--- config.mk ---
export PLATFORM = sky130hd
export DESIGN_NAME = step_dir_decoder
export DESIGN_NICKNAME = d
export VERILOG_FILES = /design/src/rtl/step_dir_decoder_pkg.sv /design/src/rtl/step_dir_decoder_sync_edge_det.sv /design/src/rtl/step_dir_decoder.sv
export SDC_FILE = /design/constraint.sdc
export NUM_CORES = 1
export LEC_CHECK = 0
export CORE_MARGIN = 2
export CORE_UTILIZATION = 35
export CTS_CLUSTER_SIZE = 30
export DETAILED_ROUTE_END_ITERATION = 6
export PLACE_DENSITY = 0.57
export SLEW_MARGIN = 40
export SYNTH_ARGS = -nofsm -noshare
export SYNTH_HDL_FRONTEND = slang
export SYNTH_SLANG_ARGS = --single-unit
--- constraint.sdc ---
create_clock -name clk -period 3.15 [get_ports clk]
set_input_delay 0.63 -clock clk [delete_from_list [all_inputs] [get_ports clk]]
set_output_delay 0.63 -clock clk [all_outputs]
set_load 0.01 [all_outputs]
--- src/rtl/step_dir_decoder_pkg.sv ---
// Shared encodings for the step/dir receive path: decoder states and the
// direction polarity used by the step generator's drv_dir line.
package step_dir_decoder_pkg;

    typedef enum logic [1:0] {
        ST_IDLE     = 2'd0,
        ST_ARMED    = 2'd1,
        ST_TRACKING = 2'd2
    } dec_state_t;

    localparam logic DIR_POS = 1'b1;
    localparam logic DIR_NEG = 1'b0;

endpackage

--- src/rtl/step_dir_decoder_sync_edge_det.sv ---
// Multi-flop synchroniser for an asynchronous line, with a one-cycle pulse
// on each rising edge of the synchronised level.
module sync_edge_det #(
    parameter int STAGES = 2
) (
    input  logic clk,
    input  logic rst,
    input  logic d,
    output logic sync,
    output logic rise
);

    logic [STAGES-1:0] chain_r;
    logic              prev_r;

    // Synchroniser chain plus one history flop for edge detection.
    always_ff @(posedge clk or posedge rst) begin
        if (rst) begin
            chain_r <= '0;
            prev_r  <= 1'b0;
        end else begin
            chain_r <= {chain_r[STAGES-2:0], d};
            prev_r  <= chain_r[STAGES-1];
        end
    end

    assign sync = chain_r[STAGES-1];
    assign rise = chain_r[STAGES-1] & ~prev_r;

endmodule

--- src/rtl/step_dir_decoder.sv ---
// Receive side of the step/dir interface: signed position tracking, step
// period measurement, stall detection and sticky overspeed/dir-setup flags.
module step_dir_decoder
    import step_dir_decoder_pkg::*;
#(
    parameter int POS_WIDTH     = 24,
    parameter int PERIOD_WIDTH  = 20,
    parameter int SYNC_STAGES   = 2,
    parameter int MIN_PERIOD    = 50,
    parameter int DIR_SETUP     = 4,
    parameter int STALL_TIMEOUT = 500000
) (
    input  logic                    clk,
    input  logic                    rst,
    input  logic                    enable,
    input  logic                    step_in,
    input  logic                    dir_in,
    input  logic                    clear_pos,
    input  logic                    err_clear,
    output logic [POS_WIDTH-1:0]    position,
    output logic [PERIOD_WIDTH-1:0] period,
    output logic                    period_valid,
    output logic                    moving,
    output logic                    err_overspeed,
    output logic                    err_dir_setup
);

    localparam int                      DS_W      = $clog2(DIR_SETUP + 1);
    localparam logic [PERIOD_WIDTH-1:0] CNT_MAX   = {PERIOD_WIDTH{1'b1}};
    localparam logic [PERIOD_WIDTH-1:0] STALL_LIM = PERIOD_WIDTH'(STALL_TIMEOUT - 1);
    localparam logic [PERIOD_WIDTH-1:0] MIN_P     = PERIOD_WIDTH'(MIN_PERIOD);
    localparam logic [DS_W-1:0]         DS_MAX    = DS_W'(DIR_SETUP);
    localparam logic [POS_WIDTH-1:0]    POS_ONE   = POS_WIDTH'(1);

    function automatic logic [PERIOD_WIDTH-1:0] cnt_inc(input logic [PERIOD_WIDTH-1:0] v);
        if (v == CNT_MAX) begin
            cnt_inc = CNT_MAX;
        end else begin
            cnt_inc = v + PERIOD_WIDTH'(1);
        end
    endfunction

    logic step_rise_s, step_sync_unused_s;
    logic dir_sync_s, dir_rise_unused_s;

    sync_edge_det #(.STAGES(SYNC_STAGES)) u_step_sync (
        .clk  (clk),
        .rst  (rst),
        .d    (step_in),
        .sync (step_sync_unused_s),
        .rise (step_rise_s)
    );

    sync_edge_det #(.STAGES(SYNC_STAGES)) u_dir_sync (
        .clk  (clk),
        .rst  (rst),
        .d    (dir_in),
        .sync (dir_sync_s),
        .rise (dir_rise_unused_s)
    );

    dec_state_t              state_r, state_s, state_nxt_s;
    logic [PERIOD_WIDTH-1:0] cnt_r, cnt_s, cnt_nxt_s, meas_s;
    logic [PERIOD_WIDTH-1:0] period_r, period_s;
    logic                    pv_r, pv_s, moving_r, moving_s;
    logic [POS_WIDTH-1:0]    position_r, pos_s, pos_base_s;
    logic                    dir_last_r;
    logic [DS_W-1:0]         dir_stable_r, dir_stable_s, dir_eff_s;
    logic                    err_os_r, err_os_s, err_ds_r, err_ds_s;
    logic                    count_step_s, os_event_s, ds_event_s;

    // FSM next state and period measurement; enable low always forces IDLE.
    always_comb begin
        state_nxt_s  = state_r;
        cnt_nxt_s    = cnt_r;
        period_s     = period_r;
        pv_s         = 1'b0;
        os_event_s   = 1'b0;
        meas_s       = cnt_inc(cnt_r);
        count_step_s = step_rise_s && (state_r != ST_IDLE);
        case (state_r)
            ST_IDLE: begin
                cnt_nxt_s   = '0;
                state_nxt_s = ST_ARMED;
            end
            ST_ARMED: begin
                cnt_nxt_s = '0;
                if (step_rise_s) begin
                    state_nxt_s = ST_TRACKING;
                end else begin
                    state_nxt_s = ST_ARMED;
                end
            end
            ST_TRACKING: begin
                if (step_rise_s) begin
                    period_s   = meas_s;
                    pv_s       = 1'b1;
                    os_event_s = (meas_s < MIN_P);
                    cnt_nxt_s  = '0;
                end else if (cnt_r >= STALL_LIM) begin
                    state_nxt_s = ST_ARMED;
                    cnt_nxt_s   = '0;
                end else begin
                    cnt_nxt_s = meas_s;
                end
            end
            default: begin
                state_nxt_s = ST_IDLE;
                cnt_nxt_s   = '0;
            end
        endcase
        if (!enable) begin
            state_s = ST_IDLE;
            cnt_s   = '0;
        end else begin
            state_s = state_nxt_s;
            cnt_s   = cnt_nxt_s;
        end
        moving_s = (state_s == ST_TRACKING);
    end

    // Position update, dir stability tracking and sticky error flags.
    always_comb begin
        if (dir_sync_s != dir_last_r) begin
            dir_eff_s = '0;
        end else begin
            dir_eff_s = dir_stable_r;
        end
        if (dir_eff_s == DS_MAX) begin
            dir_stable_s = DS_MAX;
        end else begin
            dir_stable_s = dir_eff_s + DS_W'(1);
        end
        ds_event_s = count_step_s && (dir_eff_s < DS_MAX);
        if (clear_pos) begin
            pos_base_s = '0;
        end else begin
            pos_base_s = position_r;
        end
        pos_s = pos_base_s;
        if (count_step_s) begin
            case (dir_sync_s)
                DIR_POS: pos_s = pos_base_s + POS_ONE;
                DIR_NEG: pos_s = pos_base_s - POS_ONE;
                default: pos_s = pos_base_s;
            endcase
        end else begin
            pos_s = pos_base_s;
        end
        err_os_s = os_event_s | (err_os_r & ~err_clear);
        err_ds_s = ds_event_s | (err_ds_r & ~err_clear);
    end

    // State and output registers.
    always_ff @(posedge clk or posedge rst) begin
        if (rst) begin
            state_r      <= ST_IDLE;
            cnt_r        <= '0;
            period_r     <= '0;
            pv_r         <= 1'b0;
            moving_r     <= 1'b0;
            position_r   <= '0;
            dir_last_r   <= 1'b0;
            dir_stable_r <= '0;
            err_os_r     <= 1'b0;
            err_ds_r     <= 1'b0;
        end else begin
            state_r      <= state_s;
            cnt_r        <= cnt_s;
            period_r     <= period_s;
            pv_r         <= pv_s;
            moving_r     <= moving_s;
            position_r   <= pos_s;
            dir_last_r   <= dir_sync_s;
            dir_stable_r <= dir_stable_s;
            err_os_r     <= err_os_s;
            err_ds_r     <= err_ds_s;
        end
    end

    assign position      = position_r;
    assign period        = period_r;
    assign period_valid  = pv_r;
    assign moving        = moving_r;
    assign err_overspeed = err_os_r;
    assign err_dir_setup = err_ds_r;

endmodule
* Word-level counts from Yosys, hierarchy flattened *
Cells that the tools add are included.

storage, ports and cells
  register bits after elaboration = 79
  logic and storage cells = 58
  input port bits = 7

cells by class
  multiplexer cells = 19
  bitwise logic cells = 8
  eq/ne operators = 6
  $add $sub $neg = 4
  order comparisons = 3
  reductions and logical operators = 5

operators by type and width
  operator                 count
  $mux W20                 5
  $mux W24                 2
  $pmux W24 S2             1
  $add A24 B1 Y24 const B  1
  $sub A24 B1 Y24 const B  1
  $add A20 B1 Y20 const B  1
  $eq A20 B20 Y1 const B   1
  $ge A20 B19 Y1 const B   1
  $lt A20 B6 Y1 const B    1
  $mux W2                  4
  $mux W3                  2
  $pmux W2 S3              1
  $eq A2 B2 Y1 const B     2
  $mux W1                  4
  $add A3 B1 Y3 const B    1
  $and A1 B1 Y1            3
  $eq A3 B3 Y1 const B     1
  $lt A3 B3 Y1 const B     1
  $not A1 Y1               3
  $eq A2 B1 Y1 const B     1
  $logic_and A1 B1 Y1      2
  $logic_not A2 Y1         1
  $or A1 B1 Y1             2
  $reduce_and A2 Y1        1
  other kinds (2)          2

* Longest topological paths before layout *
  word-level depth = 6
  depth in mapped cells = 12
  mapped depth without buffers = 11

* Cells and area by module *
A second synthesis with hierarchy kept.

second synthesis, totals
  cell total of the unflattened synthesis = 522
  area total of the unflattened synthesis = 4780.8 µm²

by module, submodules not included
  module            sequential area each (µm²)  instances  cells an instance  area an instance (µm²)
  step_dir_decoder  1851.8                      1          512                4595.7
  sync_edge_det     75.1                        2          5                  92.6

* Worst setup path after synthesis *
OpenSTA, ideal clock, no wires.

  path type = input port to flip-flop
  start point = in clear_pos
  end point = reg position_r[19], in the netlist position[19]
  arrival time = 2.717 ns
  path buffers = 1
  data required time = 3.025 ns
  setup slack = 0.308 ns
  stages on the path = 11
  cell sequence = clkbuf_1 > nor2b_1 > ha_1 > a21o_1 > a22oi_1 > a21bo_2 > a21boi_4 > o21a_1 > o21ai_2 > xor2_1 > mux2_2

on the way
  word-level cells in the longest chain between the ends = 4

ends and longest elaborated chain
  element                                             line                                              RTL
  from (decl)                                         step_dir_decoder.sv:18                            input logic clear_pos,
  $mux W24 (*)                                        step_dir_decoder.sv:135                           if (clear_pos) begin
  $sub A24 B1 Y24 or $add A24 B1 Y24 (tied branches)  step_dir_decoder.sv:144, step_dir_decoder.sv:143
  $pmux W24 S2                                        step_dir_decoder.sv:142                           case (dir_sync_s)
  $mux W24 (*)                                        step_dir_decoder.sv:141                           if (count_step_s) begin
  named net pos_s[19]                                 step_dir_decoder.sv:66                            logic [POS_WIDTH-1:0] position_r, pos_s, pos_base_s;
  to (signal assigned)                                step_dir_decoder.sv:173                           position_r <= pos_s;
  to (decl)                                           step_dir_decoder.sv:66

Mark *: on every way through the listed nets, which the timed path passes. The rest lies on a longest branch.
A chain may end at the register's enable or synchronous reset.

* Final worst setup path *
  start point = in clear_pos
  end point = reg position_r[22], in the netlist position[22]

The elaborated chain is that of the path after synthesis.

==> impl_metrics.csv <==
group,metric,value,unit
clocking,postCtsHoldBufs,0,
timing,maxSlewViolCount,0,
synthesis,synth_flop_cell,"dfrtp_1",
pwr,p_clk_share,42.7,%
die,die_w,120,um
global_routing,grt_pass1_wl,19.7,mm
final_layout,fin_area,6220,um2
clocking,cts_buffers,9,
place,dp_slack,-0.268,ns
clocking,clockBufferDepth,2,
clocking,htree_levels,3,
route,vias_per_cell,4.98,
timing,tightest_slew,0.780,ns
synthesis,ys_ff_latch,79,
global_routing,gr-usage-all-layers,17.3,%
timing,post-route-period-util,94.5,%
timing,final-setup-viol-count,0,
route,dr.pass1.iters,5,
route,drt-wirelength-per-cell,14.4,um
hold_path,hold_depth,0,
setup_path,r2r_cells,12,
synthesis,synth_cell_types,62,
die,die_h,120,um
setup_path,crit_path_start_kind,"primary input",
setup_path,crit_path_max_fanout,12,
setup_path,r2r-start,"u_dir_sync.chain_r[1]$_DFF_PP0_",
setup_path,cp.required,3.37,ns
pwr,ir_drop,264,uV
place,gp_congestion,0.898,
final_layout,fin_cells,819,
route,drc,0,
synthesis,avgSynthCellArea,8.93,um2
timing,slew_headroom,47.8,%
route,ant_nets,0,
timing,setup_ws,0.172,ns
pwr,p_int,2020,uW
synthesis,yosysSeqAreaShare,41.9,%
place,hpwlAfterDp,8.50,mm
synthesis,syn_inst,529,
route,vias,4077,
pwr,netSwitchingFraction,25.9,%
route,drtIter0Drc,246,
setup_path,endpoint_kind,"flip-flop",
timing,clock_skew,0.00685,ns
clocking,cts_sinks,79,
clocking,clk_latency,0.35,ns
route,routed_wl,11.8,mm
final_layout,drive_above_1_share,16.5,%
global_routing,overflow,0,
clocking,cts_tree,"built",
hold_path,hold_class,"reg -> reg",
global_routing,grt_pass1_vias,4011,
status,status,"complete, no violations",
synthesis,syn-num-nets,562,
place,placed_cell_area,5810,um2
pwr,switchingPower,706,uW
global_routing,antenna_found_initial,0,
timing,finalHoldViolCount,0,
timing,fin_crit,2.98,ns
setup_path,crit_start,"clear_pos",
synthesis,synth_area,4720,um2
setup_path,critPathArrivalTime,3.20,ns
timing,rsz0062_at_grt,"false",
die,row_count,42,
pwr,leakagePower,0.00280,uW
pwr,p_per_area,437,nW/um2
final_layout,nNetsFinal,671,
global_routing,grt_max_degree,49,
synthesis,synth_edf_count,0,
die,start_util,35.8,%
place,io_buffers,54,
die,core-area,13200,um2
clocking,root_buffer,"clkbuf_16",
final_layout,num_antenna_cells,0,
setup_path,critical_path_class,"in -> reg",
timing,timing.fmax,336,MHz
synthesis,synthArstFlopShare,100,%
pwr,combPwrFrac,17.1,%
pwr,seq_power_share,40.2,%
timing,holdWs,0.348,ns
final_layout,syn2layout_area_growth,31.7,%
clocking,clk_pin_slew,0.06,ns
die,io-pin-count,55,
die,dieArea,14400,um2
synthesis,yosysWarnings,0,
final_layout,utilization,47.2,%
hold_path,worstHoldStart,"u_step_sync.chain_r[0]$_DFF_PP0_",
place,dp.cells,794,
job,drv_cap,0,
==> logic make-up (layout without fill, tap and decap cells) <==
family / after synthesis / after routing / share of synthesized area [%]
AOI/OAI and AO/OA: 119 / 119 / 15.6
xor gates and xnor gates: 38 / 38 / 7.05
adders and majority gates: 26 / 26 / 7.05
buffers and inverters: 35 / 149 / 3.31
DFF: 79 / 79 / 41.9
muxes: 9 / 9 / 2.12
other: 1 / 1 / 0.0794
and+or+nand+nor: 222 / 222 / 22.9
==> stage by stage <==
| stage | TNS (ns) | power, uW |
|---|---|---|
| after global placement | -0.844 | 1560 |
| final | 0 | 2720 |
| after global routing | 0 | 2840 |
| after CTS | 0 | 2730 |
| after detailed placement | -1.16 | 1570 |
| after floorplan | 0 | 1360 |
==> state kept, by name, indices dropped and copies added, names as in the netlist, 2 cells and up <==
signal and flops:
dir_stable_r 3, cnt_r 20, u_dir_sync.chain_r 2, position 24
period 20, u_step_sync.chain_r 2, state_r 2
==> routing by layer <==
metal	global-route usage [%]	share of wire, %	up-vias
met5	0	0	-
met4	7.79	2.3	0
met3	3.52	3.4	17
met2	26.7	46	64
met1	23.4	48	1947
li1	-	-	2049
==> placed cells by master (no fill, tap or decap), types with 2 or more instances in the layout <==
cell and instances:
nand2b_1 7, buf_4 61, clkinvlp_4 2, clkbuf_16 9, xor2_1 15, dfrtp_1 79, nor2_1 56, nor2b_1 27
nor3_1 11, a21oi_1 23, clkdlybuf4s50_1 54, bufinv_16 2, a31oi_1 9, o41ai_1 2, nand2_1 74, inv_1 15
ha_1 25, o211ai_1 5, clkinv_2 2, o21ai_1 3, mux2i_1 3, a211oi_1 2, a21o_1 5, o22ai_1 3
and2_1 2, xnor2_1 23, nor4_1 2, o21ai_0 43, o21ai_2 3, o21a_1 3, nand3_1 17, o31ai_1 2
and3_2 2, mux2_2 5, nand4_1 2, and3_1 10
==> cell type report <==
class / instances / area [um2]
clock inverter: 5 / 81.3
sequential: 79 / 1980
multi-input combinational: 415 / 2610
clock buffer: 11 / 243
timing repair buffer: 116 / 1020
inverter: 17 / 68.8
tap: 176 / 220
fill: 1237 / 6970
==> power groups by stage <==
stage | Combinational (uW) | Clock [uW] | Sequential [uW]
3_3_place_gp | 447 | 0 | 1110
4_1_cts | 458 | 1180 | 1090
5_1_grt | 514 | 1230 | 1100
3_5_place_dp | 454 | 0 | 1110
6_report | 467 | 1160 | 1090
2_1_floorplan | 236 | 0 | 1120
==> final timing paths <==
kind | to | slack (ns)
setup / recovery | position[22]$_DFF_PP0_ | 0.17
hold / removal | u_step_sync.chain_r[1]$_DFF_PP0_ | 0.35
hold reg to reg | u_step_sync.chain_r[1]$_DFF_PP0_ | 0.35
setup reg to reg | position[19]$_DFF_PP0_ | 0.24
min in group asynchronous | period[1]$_DFFE_PP0P_ | 0.64
max in group asynchronous | cnt_r[3]$_DFF_PP0_ | 1.86
==> what timing repair did <==
| action | CTS | global route |
|---|---|---|
| buffers inserted | 0 | 9 |
| gates resized for setup | 0 | 7 |
| setup endpoints to repair | 0 | 6 |
==> synth_stat cells (7+ instances only) <==
cell type / number / area (um2)
a21oi_1: 23 / 115
a31oi_1: 9 / 56.3
and3_1: 10 / 62.6
clkbuf_1: 10 / 37.5
dfrtp_1: 79 / 1980
ha_1: 25 / 313
inv_1: 17 / 63.8
nand2_1: 74 / 278
nand2b_1: 7 / 43.8
nand3_1: 17 / 85.1
nor2_1: 56 / 210
nor2b_1: 28 / 175
nor3_1: 11 / 55.1
o21ai_0: 44 / 220
xnor2_1: 23 / 201
xor2_1: 15 / 131
==> worst max-delay path: stages <==
cell	delay, ns
clkdlybuf4s50_1	0.45
buf_4	0.18
buf_4	0.21
nor2b_1	0.08
ha_1	0.31
and3_1	0.23
a2111oi_2	0.37
o21ai_1	0.16
a31o_1	0.22
o221ai_1	0.08
xor2_1	0.20
o21ai_1	0.08
Note: power is estimated with default switching activity, not from simulation.
